==> config.mk <==
export PLATFORM = sky130hd
export DESIGN_NAME = vga_rx
export DESIGN_NICKNAME = d
export VERILOG_FILES = /design/src/rtl/vga_rx.sv
export SDC_FILE = /design/constraint.sdc
export NUM_CORES = 1
export LEC_CHECK = 0
export CAP_MARGIN = 20
export CORE_MARGIN = 2
export CORE_UTILIZATION = 57
export CTS_CLUSTER_SIZE = 10
export DETAILED_ROUTE_END_ITERATION = 8
export PLACE_DENSITY_LB_ADDON = 0.25
export SYNTH_ARGS = -nofsm -noshare
export SYNTH_HDL_FRONTEND = slang
export SYNTH_SLANG_ARGS = --single-unit
==> constraint.sdc <==
create_clock -name clk -period 8.8 [get_ports clk]
set_clock_uncertainty 0.05 [all_clocks]
set_input_delay 0.88 -clock clk [delete_from_list [all_inputs] [get_ports clk]]
set_output_delay 0.88 -clock clk [all_outputs]
set_load 0.02 [all_outputs]
==> src/rtl/vga_rx.sv <==
// vga_rx: VGA timing receiver that locks onto the Hsync/Vsync cadence and emits active pixels with coordinates.
// Optional macro VGA_RX_PULSE_CHECK_EN additionally verifies Hsync/Vsync low-pulse widths.
module vga_rx #(
  parameter int H_ACTIVE = 640,
  parameter int H_SYNC   = 96,
  parameter int H_BACK   = 48,
  parameter int H_TOTAL  = 800,
  parameter int V_ACTIVE = 480,
  parameter int V_SYNC   = 2,
  parameter int V_BACK   = 33,
  parameter int V_TOTAL  = 525
) (
  input  logic       clk,
  input  logic       rst_n,
  input  logic [2:0] vgaRed,
  input  logic [2:0] vgaGreen,
  input  logic [1:0] vgaBlue,
  input  logic       Hsync,
  input  logic       Vsync,
  output logic       pix_valid,
  output logic [9:0] pix_x,
  output logic [9:0] pix_y,
  output logic [7:0] pix_data,
  output logic       frame_start,
  output logic       locked,
  output logic       err_hsync,
  output logic       err_vsync
);

  localparam logic [9:0] H_FIRST    = 10'(H_SYNC + H_BACK);
  localparam logic [9:0] H_LAST     = 10'(H_SYNC + H_BACK + H_ACTIVE - 1);
  localparam logic [9:0] V_FIRST    = 10'(V_SYNC + V_BACK);
  localparam logic [9:0] V_LAST     = 10'(V_SYNC + V_BACK + V_ACTIVE - 1);
  localparam logic [9:0] H_LAST_CNT = 10'(H_TOTAL - 1);
  localparam logic [9:0] V_LAST_CNT = 10'(V_TOTAL - 1);
  localparam logic [9:0] H_SAT      = 10'd1023;

  typedef enum logic [1:0] {SEARCH, MEASURE, LOCKED} state_t;

  state_t     state_q;
  logic       hs_q, vs_q, hs_prev_q, vs_prev_q;
  logic       armed_q;
  logic [7:0] rgb_q;
  logic [9:0] h_q, v_q;
  logic [9:0] h_d, v_d;
  logic       hs_fall, vs_fall, checking;
  logic       pw_h_err, pw_v_err;
  logic       err_h, err_v, err_any, active;

  // Sync samples reset high so that releasing reset with idle syncs never looks like an edge.
  always_ff @(posedge clk or negedge rst_n) begin
    if (!rst_n) begin
      hs_q      <= 1'b1;
      vs_q      <= 1'b1;
      hs_prev_q <= 1'b1;
      vs_prev_q <= 1'b1;
      rgb_q     <= 8'd0;
      h_q       <= 10'd0;
      v_q       <= 10'd0;
    end else begin
      hs_q      <= Hsync;
      vs_q      <= Vsync;
      hs_prev_q <= hs_q;
      vs_prev_q <= vs_q;
      rgb_q     <= {vgaRed, vgaGreen, vgaBlue};
      h_q       <= h_d;
      v_q       <= v_d;
    end
  end

  // h_d/v_d are the coordinates of the sample currently held in the input registers.
  always_comb begin
    hs_fall  = hs_prev_q & ~hs_q;
    vs_fall  = vs_prev_q & ~vs_q;
    h_d      = hs_fall ? 10'd0 : ((h_q == H_SAT) ? H_SAT : h_q + 10'd1);
    v_d      = vs_fall ? 10'd0 : (hs_fall ? v_q + 10'd1 : v_q);
    checking = (state_q != SEARCH);
`ifdef VGA_RX_PULSE_CHECK_EN
    pw_h_err = hs_q & ~hs_prev_q & (h_d != 10'(H_SYNC));
    pw_v_err = vs_q & ~vs_prev_q & (v_d != 10'(V_SYNC));
`else
    pw_h_err = 1'b0;
    pw_v_err = 1'b0;
`endif
    err_h    = checking & ((hs_fall & armed_q & (h_q != H_LAST_CNT)) | (h_d == H_SAT) | pw_h_err);
    err_v    = checking & ((vs_fall & (v_q != V_LAST_CNT)) | pw_v_err);
    err_any  = err_h | err_v;
    active   = (state_q == LOCKED) & ~err_any &
               (h_d >= H_FIRST) & (h_d <= H_LAST) &
               (v_d >= V_FIRST) & (v_d <= V_LAST);
  end

  always_ff @(posedge clk or negedge rst_n) begin
    if (!rst_n) begin
      state_q     <= SEARCH;
      armed_q     <= 1'b0;
      pix_valid   <= 1'b0;
      pix_x       <= 10'd0;
      pix_y       <= 10'd0;
      pix_data    <= 8'd0;
      frame_start <= 1'b0;
      locked      <= 1'b0;
      err_hsync   <= 1'b0;
      err_vsync   <= 1'b0;
    end else begin
      err_hsync   <= err_h;
      err_vsync   <= err_v;
      frame_start <= 1'b0;
      pix_valid   <= active;
      if (active) begin
        pix_x    <= h_d - H_FIRST;
        pix_y    <= v_d - V_FIRST;
        pix_data <= rgb_q;
      end
      // The first line after entering MEASURE may be partial, so its end is not length-checked.
      if (checking && hs_fall) armed_q <= 1'b1;
      case (state_q)
        SEARCH: begin
          locked <= 1'b0;
          if (vs_fall) begin
            state_q <= MEASURE;
            armed_q <= 1'b0;
          end
        end
        MEASURE: begin
          if (err_any) begin
            state_q <= SEARCH;
            locked  <= 1'b0;
          end else if (vs_fall) begin
            state_q     <= LOCKED;
            locked      <= 1'b1;
            frame_start <= 1'b1;
          end
        end
        LOCKED: begin
          if (err_any) begin
            state_q <= SEARCH;
            locked  <= 1'b0;
          end else if (vs_fall) begin
            frame_start <= 1'b1;
          end
        end
        default: begin
          state_q <= SEARCH;
          locked  <= 1'b0;
        end
      endcase
    end
  end

endmodule

==> flow_metrics.env <==
export IMPL_run_status="complete, no violations"
export IMPL_synth_seq_cells=68
export IMPL_rr_endpoint="pix_y[8]"
export IMPL_arrival_ns=4.05
export IMPL_clk_latency_ns=0.34
export IMPL_detail_route_antenna_nets=0
export IMPL_dp_hpwl_mm=4.71
export IMPL_vias=2443
export IMPL_fin_crit_sh=0.441
export IMPL_worst_pin_slew_ns=0.833
export IMPL_ir_drop_uv=136
export IMPL_dr_pass1_iters=4
export IMPL_layout_drive_gt1_share=0.184
export IMPL_p_per_area_nw_per_um2=202
export IMPL_grt_max_degree=69
export IMPL_cts_buffers=9
export IMPL_cp_start_kind="register"
export IMPL_antenna_found_initial=0
export IMPL_cp_startpoint="h_q[0]"
export IMPL_routed_wirelength_mm=6.85
export IMPL_grt_pass1_vias=2396
export IMPL_start_util=0.587
export IMPL_post_cts_buffers=0
export IMPL_synth_flop_cell="dfrtp_1"
export IMPL_report_power_total_uw=852
export IMPL_seq_area_frac_synth=0.491
export IMPL_hp_class="register to register"
export IMPL_fp_dieW_um=82.1
export IMPL_synthDistinctLibCells=59
export IMPL_drt_wirelength_per_cell_um=16.0
export IMPL_synth_edf_count=0
export IMPL_htreeDepth=3
export IMPL_crit_type="register to register"
export IMPL_worst_r2r_cell_count=12
export IMPL_syn2layout_area_growth_pct=21.0
export IMPL_synth_cells=308
export IMPL_setup_viol=0
export IMPL_ctsRootBufferMaster="clkbuf_8"
export IMPL_clock_path_buffers=2
export IMPL_clock_sinks=68
export IMPL_async_flop_share=1.00
export IMPL_cp_data_required_time_ns=8.97
export IMPL_synth_warnings=0
export IMPL_fmax_mhz=258
export IMPL_cts_repair_resized=0
export IMPL_core_area_um2=5920
export IMPL_met2_usage=0.365
export IMPL_synthTopCellsByArea="dfrtp_1 (46%), mux2_2 (6.2%), ha_1 (4.0%), xnor2_1 (3.5%), dfstp_2 (3.0%)"
export IMPL_r2r_start="h_q[0]"
export IMPL_setup_tns_ns=0
export IMPL_maxCapViolations=0
export IMPL_drt_first_iter_violations=141
export IMPL_rsz0062_at_grt="false"
export IMPL_drc=0
export IMPL_critPathCaptureType="register"
export IMPL_rows=28
export IMPL_cp_endpoint="pix_y[8]"
export IMPL_gr_usage_all_layers=0.224
export IMPL_final_max_slew_viol_count=0
export IMPL_dieArea_um2=6740
export IMPL_path_max_fanout=27
export IMPL_nNetsFinal=372
export IMPL_layout_common_cells="dfrtp_1 (64), clkdlybuf4s50_1 (43), nor2_1 (24)"
export IMPL_cts_clk_slew_worst_paths_ns=0.08
export IMPL_reg2reg_slack_ns=4.92
export IMPL_grt_pass1_wl_mm=11.3
export IMPL_yosysTopAreaCell="dfrtp_1"
export IMPL_dieHeight_um=82.1
export IMPL_numPortBuffers=44
export IMPL_via_per_inst=5.69
export IMPL_diodes=0
export IMPL_relSlewSlack=0.445
export IMPL_synth_avg_cell_area_um2=11.3
export IMPL_use_met3=0.0500
export IMPL_hold_viol=0
export IMPL_fin_crit_ns=3.88
export IMPL_io_pins=45
export IMPL_syn_area_um2=3480
export IMPL_layout_commonest_cell="dfrtp_1"
export IMPL_yosys_area_top_type_share=0.460
export IMPL_grt_overflow=0
export IMPL_use_met1=0.294
export IMPL_cts_tree="done"
export IMPL_p_leak_uw=0.00188
export IMPL_synth_fp_nets=331
export IMPL_gp_congestion=0.876
export IMPL_hold_buffers=0
export IMPL_grt_busiest_layer="met2"
## flip-flops by register name (all words and copies together) (netlist names)
signal and flops:
err_hsync 1, state_q 2, err_vsync 1, hs_prev_q 1, h_q 10, locked 1
hs_q 1, frame_start 1, armed_q 1, pix_x 10, pix_data 8, vs_prev_q 1
v_q 10, pix_valid 1, vs_q 1, rgb_q 8, pix_y 10
## cell usage after synthesis (4+ instances only)
cell / number
xnor2_1: 14
o21ai_0: 6
nand3_1: 6
mux2i_1: 4
inv_1: 19
xor2_1: 7
nor2_1: 24
mux2_2: 19
dfrtp_1: 64
dfstp_2: 4
nand2b_1: 5
a21oi_1: 10
nand4_1: 7
or3_1: 4
nor3_1: 13
ha_1: 11
nand2_1: 15
buf_2: 7
and4_1: 4
mux2_4: 6
buf_4: 4
clkbuf_1: 5
## routing by layer
metal / vias up / wire [um]
li1: 1162 / -
met1: 1210 / 3020
met2: 59 / 3420
met3: 12 / 297
met4: 0 / 115
met5: - / 0
## cell families (layout without fill, tap and decap cells)
family / after synthesis / after routing / synth area share
compound gates: 42 / 42 / 0.0928
flops: 68 / 68 / 0.491
buf+inv: 37 / 83 / 0.0536
fa+ha+maj: 11 / 11 / 0.0396
mux: 31 / 31 / 0.106
xor+xnor: 21 / 21 / 0.0529
simple gates: 98 / 98 / 0.164
## where the power goes
part | switching [uW] | leakage (uW) | internal, uW
sequential | 23.6 | 0.000907 | 334
clock | 119 | 0.000141 | 247
combinational | 75.5 | 0.000835 | 53.1
total | 218 | 0.00188 | 634
## cell type report
class | instances | area (um^2)
Tap cell | 75 | 93.8
Clock inverter | 6 | 159
Timing Repair Buffer | 48 | 465
Inverter | 19 | 71.3
Fill cell | 432 | 1710
Sequential cell | 68 | 1710
Multi-Input combinational cell | 203 | 1590
Clock buffer | 10 | 128
## through the flow
step / hold slack (ns) / setup slack [ns] / cell area, um^2 / std cells / util
2_1_floorplan: 0.308 / 5.46 / 3480 / 308 / -
3_3_place_gp: 0.316 / 5.14 / 3920 / 413 / 0.663
3_5_place_dp: 0.315 / 4.96 / 3920 / 413 / 0.663
4_1_cts: 0.326 / 4.95 / 4210 / 429 / 0.711
5_1_grt: 0.333 / 4.64 / 4210 / 429 / 0.711
6_report: 0.323 / 4.92 / 4210 / 429 / 0.711
## worst max-delay path: stages, from the launching register on
cell and delay, ns:
dfrtp_1 0.45, ha_1 0.33, nand4_1 0.22, or3_1 0.52
a31oi_1 0.37, inv_1 0.12, ha_1 0.21, o21ai_0 0.10
o21bai_1 0.16, a211oi_2 0.10, nor4_4 0.30, buf_4 0.43
mux2_2 0.39
## worst min path at each step
stage / start / endpoint / slack [ns] / cells past startpoint
6_report: vs_q / vs_prev_q / 0.32 / 0
3_3_place_gp: vs_q / vs_prev_q / 0.32 / 0
4_1_cts: vs_q / vs_prev_q / 0.33 / 0
2_1_floorplan: vs_q / vs_prev_q / 0.31 / 0
3_5_place_dp: vs_q / vs_prev_q / 0.32 / 0
5_1_grt: vs_q / vs_prev_q / 0.33 / 0
No activity file was read; power rests on OpenSTA's default activity.
